`src/rtl/ctrl_pkg.sv`:
```
// Shared control-path definitions for the pipelined MIPS control unit:
// opcodes, bundle widths and named bit positions inside each bundle.
package ctrl_pkg;

  localparam logic [5:0] RTYPE = 6'b000000;
  localparam logic [5:0] J     = 6'b000010;
  localparam logic [5:0] BEQ   = 6'b000100;
  localparam logic [5:0] ADDI  = 6'b001000;
  localparam logic [5:0] NOP   = 6'b100000;
  localparam logic [5:0] LW    = 6'b100011;
  localparam logic [5:0] SW    = 6'b101011;

  localparam int unsigned EX_W = 4;
  localparam int unsigned M_W  = 3;
  localparam int unsigned WB_W = 2;

  // EX bundle: {RegDst, ALUOp[1:0], ALUSrc}
  localparam int unsigned EX_REGDST   = 3;
  localparam int unsigned EX_ALUOP_HI = 2;
  localparam int unsigned EX_ALUOP_LO = 1;
  localparam int unsigned EX_ALUSRC   = 0;

  // M bundle: {Branch, MemRead, MemWrite}
  localparam int unsigned M_BRANCH   = 2;
  localparam int unsigned M_MEMREAD  = 1;
  localparam int unsigned M_MEMWRITE = 0;

  // WB bundle: {RegWrite, MemToReg}
  localparam int unsigned WB_REGWRITE = 1;
  localparam int unsigned WB_MEMTOREG = 0;

endpackage

```
`src/rtl/ctrl_decode.sv`:
```
// Pure combinational opcode decoder producing EX/M/WB control bundles,
// the jump indication and an unknown-opcode flag.
module ctrl_decode
  import ctrl_pkg::*;
(
  input  logic [5:0]      opcode_i,
  output logic [EX_W-1:0] ex_o,
  output logic [M_W-1:0]  m_o,
  output logic [WB_W-1:0] wb_o,
  output logic            jump_o,
  output logic            illegal_o
);

  always_comb begin
    ex_o      = '0;
    m_o       = '0;
    wb_o      = '0;
    jump_o    = 1'b0;
    illegal_o = 1'b0;
    case (opcode_i)
      RTYPE: begin
        ex_o[EX_REGDST]   = 1'b1;
        ex_o[EX_ALUOP_HI] = 1'b1;
        wb_o[WB_REGWRITE] = 1'b1;
      end
      LW: begin
        ex_o[EX_ALUSRC]   = 1'b1;
        m_o[M_MEMREAD]    = 1'b1;
        wb_o[WB_REGWRITE] = 1'b1;
        wb_o[WB_MEMTOREG] = 1'b1;
      end
      SW: begin
        ex_o[EX_ALUSRC]  = 1'b1;
        m_o[M_MEMWRITE]  = 1'b1;
      end
      BEQ: begin
        ex_o[EX_ALUOP_LO] = 1'b1;
        m_o[M_BRANCH]     = 1'b1;
      end
      ADDI: begin
        ex_o[EX_ALUSRC]   = 1'b1;
        wb_o[WB_REGWRITE] = 1'b1;
      end
      J:       jump_o    = 1'b1;
      NOP:     ;
      default: illegal_o = 1'b1;
    endcase
  end

endmodule

```
`src/rtl/pipe_control.sv`:
```
// ID-stage control unit: decodes the ID opcode and carries control bundles
// through ID/EX, EX/MEM and MEM/WB, with load-use stall and branch flush.
module pipe_control
  import ctrl_pkg::*;
#(
  parameter int unsigned REG_ADDR_W = 5,
  parameter bit          HAZARD_EN  = 1'b1
) (
  input  logic                  clk,
  input  logic                  rst,
  input  logic [5:0]            id_opcode,
  input  logic [REG_ADDR_W-1:0] id_rs,
  input  logic [REG_ADDR_W-1:0] id_rt,
  input  logic                  flush_i,
  output logic [EX_W-1:0]       idex_ex,
  output logic [M_W-1:0]        idex_m,
  output logic [WB_W-1:0]       idex_wb,
  output logic [REG_ADDR_W-1:0] idex_rt,
  output logic [M_W-1:0]        exmem_m,
  output logic [WB_W-1:0]       exmem_wb,
  output logic [WB_W-1:0]       memwb_wb,
  output logic                  jump_o,
  output logic                  stall_o,
  output logic                  illegal_o
);

  logic [EX_W-1:0]       dec_ex;
  logic [M_W-1:0]        dec_m;
  logic [WB_W-1:0]       dec_wb;
  logic                  dec_illegal;

  logic [EX_W-1:0]       idex_ex_q, idex_ex_d;
  logic [M_W-1:0]        idex_m_q, idex_m_d;
  logic [WB_W-1:0]       idex_wb_q, idex_wb_d;
  logic [REG_ADDR_W-1:0] idex_rt_q, idex_rt_d;
  logic [M_W-1:0]        exmem_m_q, exmem_m_d;
  logic [WB_W-1:0]       exmem_wb_q, exmem_wb_d;
  logic [WB_W-1:0]       memwb_wb_q, memwb_wb_d;
  logic                  illegal_q, illegal_d;
  logic                  load_use;

  ctrl_decode u_decode (
    .opcode_i  (id_opcode),
    .ex_o      (dec_ex),
    .m_o       (dec_m),
    .wb_o      (dec_wb),
    .jump_o    (jump_o),
    .illegal_o (dec_illegal)
  );

  // A load in EX whose destination is a source of the ID instruction; r0 never hazards.
  assign load_use = idex_m_q[M_MEMREAD] && (idex_rt_q != '0) &&
                    ((idex_rt_q == id_rs) || (idex_rt_q == id_rt));
  assign stall_o  = HAZARD_EN && load_use && !flush_i;

  always_comb begin
    memwb_wb_d = exmem_wb_q;
    if (flush_i) begin
      idex_ex_d  = '0;
      idex_m_d   = '0;
      idex_wb_d  = '0;
      idex_rt_d  = '0;
      exmem_m_d  = '0;
      exmem_wb_d = '0;
      illegal_d  = 1'b0;
    end else if (stall_o) begin
      idex_ex_d  = '0;
      idex_m_d   = '0;
      idex_wb_d  = '0;
      idex_rt_d  = '0;
      exmem_m_d  = idex_m_q;
      exmem_wb_d = idex_wb_q;
      illegal_d  = 1'b0;
    end else begin
      idex_ex_d  = dec_ex;
      idex_m_d   = dec_m;
      idex_wb_d  = dec_wb;
      idex_rt_d  = id_rt;
      exmem_m_d  = idex_m_q;
      exmem_wb_d = idex_wb_q;
      illegal_d  = dec_illegal;
    end
  end

  always_ff @(posedge clk) begin
    if (rst) begin
      idex_ex_q  <= '0;
      idex_m_q   <= '0;
      idex_wb_q  <= '0;
      idex_rt_q  <= '0;
      exmem_m_q  <= '0;
      exmem_wb_q <= '0;
      memwb_wb_q <= '0;
      illegal_q  <= 1'b0;
    end else begin
      idex_ex_q  <= idex_ex_d;
      idex_m_q   <= idex_m_d;
      idex_wb_q  <= idex_wb_d;
      idex_rt_q  <= idex_rt_d;
      exmem_m_q  <= exmem_m_d;
      exmem_wb_q <= exmem_wb_d;
      memwb_wb_q <= memwb_wb_d;
      illegal_q  <= illegal_d;
    end
  end

  assign idex_ex   = idex_ex_q;
  assign idex_m    = idex_m_q;
  assign idex_wb   = idex_wb_q;
  assign idex_rt   = idex_rt_q;
  assign exmem_m   = exmem_m_q;
  assign exmem_wb  = exmem_wb_q;
  assign memwb_wb  = memwb_wb_q;
  assign illegal_o = illegal_q;

endmodule

```
`config.mk`:
```
export PLATFORM = sky130hd
export DESIGN_NAME = pipe_control
export DESIGN_NICKNAME = d
export VERILOG_FILES = /design/src/rtl/ctrl_pkg.sv /design/src/rtl/ctrl_decode.sv /design/src/rtl/pipe_control.sv
export SDC_FILE = /design/constraint.sdc
export NUM_CORES = 1
export LEC_CHECK = 0
export CAP_MARGIN = 10
export CORE_MARGIN = 2
export CORE_UTILIZATION = 37
export DETAILED_ROUTE_END_ITERATION = 6
export GPL_TIMING_DRIVEN = 0
export PLACE_DENSITY = 0.85
export SLEW_MARGIN = 20
export SYNTH_ARGS = -nofsm -noshare
export SYNTH_HDL_FRONTEND = slang
export SYNTH_SLANG_ARGS = --single-unit
```
`constraint.sdc`:
```
create_clock -name clk -period 1.75 [get_ports clk]
set_clock_uncertainty 0.05 [all_clocks]
set_input_delay 0.2625 -clock clk [delete_from_list [all_inputs] [get_ports clk]]
set_output_delay 0.2625 -clock clk [all_outputs]
set_load 0.01 [all_outputs]
```
==> results <==
worst max-delay path, stage by stage (launching register included):
cell and delay (ns):
dfxtp_2 0.36, xor2_1 0.18, nor3_2 0.24, a22oi_2 0.12, nor2_1 0.13, buf_2 0.16
power breakdown:
group          internal [mW]  leakage [nW]  switching (mW)  total, mW
registers              0.417         0.147         0.00752      0.424
logic                 0.0672         0.366          0.0562      0.123
clock network          0.126        0.0210           0.121      0.248
final cells by class:
cell class              instances  area [µm²]  share of cell area
inverters                       7        26.3              0.0205
plain buffers                   6        52.6              0.0411
multi-input cells              53         367               0.287
repair buffers                 42         399               0.312
flip-flops and latches         18         364               0.285
clock buffers                   4        36.3              0.0284
well taps                      27        33.8              0.0264
final timing paths:
check / cells past startpoint / endpoint / slack [ns] / startpoint
setup / recovery: 5 / stall_o / -0.03 / idex_rt[4]$_SDFF_PP0_
hold / removal: 2 / idex_ex[2]$_SDFF_PP0_ / 0.14 / id_opcode[2]
setup reg to reg: 7 / illegal_o$_SDFF_PP0_ / 0.13 / idex_rt[4]$_SDFF_PP0_
hold reg to reg: 1 / exmem_wb[1]$_SDFF_PP0_ / 0.42 / idex_wb[1]$_SDFF_PP0_
logic make-up (layout without fill, tap and decap cells):
kind of cell / count (synthesis) / in the layout / synth area share
AO/OA/AOI/OAI: 8 / 8 / 0.0903
XOR/XNOR: 10 / 10 / 0.111
buffers and inverters: 13 / 59 / 0.0998
flip-flops: 18 / 18 / 0.456
AND/OR/NAND/NOR: 35 / 35 / 0.242
flip-flops by register name, indices dropped and copies added (netlist names):
| signal | cells |
|---|---|
| exmem_m | 3 |
| exmem_wb | 1 |
| idex_ex | 3 |
| idex_m | 2 |
| idex_rt | 5 |
| idex_wb | 1 |
| illegal_o | 1 |
| memwb_wb | 2 |
synthesized netlist by cell type:
master	instances
nor4_1	2
nor3_2	1
a211oi_2	1
nand4b_1	2
nor2_1	15
buf_6	2
a21oi_1	1
dfxtp_1	18
nor2b_1	2
nand3_1	1
nor3_1	4
nor4b_1	1
a22oi_2	1
nor3_4	1
and2_1	3
o21bai_1	1
or3_1	1
inv_1	7
nand2_1	2
a211o_2	1
buf_4	4
o21ai_2	1
a211oi_1	2
xor2_1	10
stage by stage:
step	power [mW]	worst slack (ns)	instances	hold WS, ns
finish	0.795	-0.0290	157	0.137
global route	0.835	-0.0979	157	0.129
CTS	0.801	0.00991	157	0.129
detailed placement	0.557	-0.546	152	0.398
global placement	0.552	-0.525	152	0.401
floorplan	0.484	0.345	84	0.284
per-layer routing:
metal | up-vias | share of wire
li1 | 365 | -
met1 | 328 | 0.39
met2 | 29 | 0.54
met3 | 2 | 0.056
met4 | 0 | 0.016
met5 | - | 0
repair_timing:
| item | 4_1_cts | 5_1_grt |
|---|---|---|
| setup endpoints to repair | 2 | 1 |
| pin swaps | 4 | 0 |
| gates resized for setup | 21 | 1 |
| setup buffers | 1 | 0 |
==> results.py <==
metrics = {
    "setup_path": {
        "cp.required_ns": 1.44,
        "cp-end-kind": "output port",
        "crit_arrival_ns": 1.47,
        "critPathKind": "register to output port",
        "crit_fanout": 4,
        "cp-start-kind": "register",
    },
    "clock_tree": {
        "cts_tree": "built",
        "cts-htree-levels": 1,
        "numCtsBuffers": 3,
        "clk_path_buf_depth": 2,
        "cts_root_buffer": "clkbuf_4",
        "clock_latency_ns": 0.28,
        "holdBufCountCts": 0,
        "clkTransAtPathRegs_ns": 0.10,
        "clkSinkCount": 18,
    },
    "synth": {
        "postSynthCellCount": 84,
        "yosysTopAreaCellShare": 0.456,
        "syn_avg_cell_area_um2": 9.40,
        "synth_area_um2": 790,
        "ys_warn_count": 0,
        "ys_types": 24,
        "yosys.area.top_type": "dfxtp_1",
        "ys_seq_elements": 18,
        "yosysSeqAreaShare": 0.456,
        "synth.area.top_cells": "dfxtp_1, xor2_1, nor2_1",
        "syn_nets": 103,
    },
    "global_route": {
        "grt_pass1_vias": 707,
        "grt_max_degree": 11,
        "grt_util_met1": 0.169,
        "use_met2": 0.305,
        "busiest_layer": "met2",
        "grt_usage": 0.161,
        "grt_antenna_before_repair": 0,
        "grt_pass1_wl_um": 3060,
        "met3_usage": 0.0238,
        "grt-ovfl-total": 0,
    },
    "timing": {
        "final.setup.tns_ns": -0.0290,
        "finalSetupViolations": 1,
        "finalCritPeriodShare": 1.02,
        "timing.final.hold_violations": 0,
        "slew_headroom": 0.819,
        "worst_pin_slew_ns": 0.271,
        "finalCriticalPeriod_ns": 1.78,
        "max_freq_mhz": 562,
        "rsz0062_at_grt": "true",
        "drv_slew": 0,
        "setup_slack_ns": -0.0290,
    },
    "cells_and_area": {
        "diodes": 0,
        "layout_commonest_cell": "clkdlybuf4s50_1",
        "drive_above_1_share": 0.192,
        "area_growth_pct": 62.0,
        "nFillCells": 164,
        "final_nets": 150,
        "fin_area_um2": 1280,
        "final_cell_mix": "clkdlybuf4s50_1, nor2_1, dfxtp_1",
        "final_util": 0.645,
    },
    "die": {
        "die_h_um": 50.2,
        "die_area_um2": 2520,
        "dieWidth_um": 50.2,
        "initial_core_util": 0.398,
        "row_count": 16,
        "core_area_um2": 1980,
        "num_io_pins": 43,
    },
    "place": {
        "port_buffers": 41,
        "gp_congestion": 0.805,
        "place_area_um2": 1230,
        "hpwl_um": 1430,
    },
    "drt": {
        "dr.pass1.iters": 4,
        "wirelength_um": 1830,
        "viasPerCell": 4.61,
        "drt_iter0_drc": 5,
        "vias": 724,
        "drtAntennaViolNets": 0,
        "routedWlPerCell_um": 11.7,
        "drc": 0,
    },
    "flow_run": {
        "max_cap_viol_count": 0,
    },
    "status": {
        "outcome": "finished, violations left",
        "violations": "negative setup slack",
    },
    "pwr": {
        "power.density_nw_per_um2": 622,
        "leakagePower_nw": 0.534,
        "peakVddDrop_v": 0.000472,
    },
    "min_path": {
        "worstHoldPathType": "input pin to register",
    },
}
(Power assumes the default switching activity.)
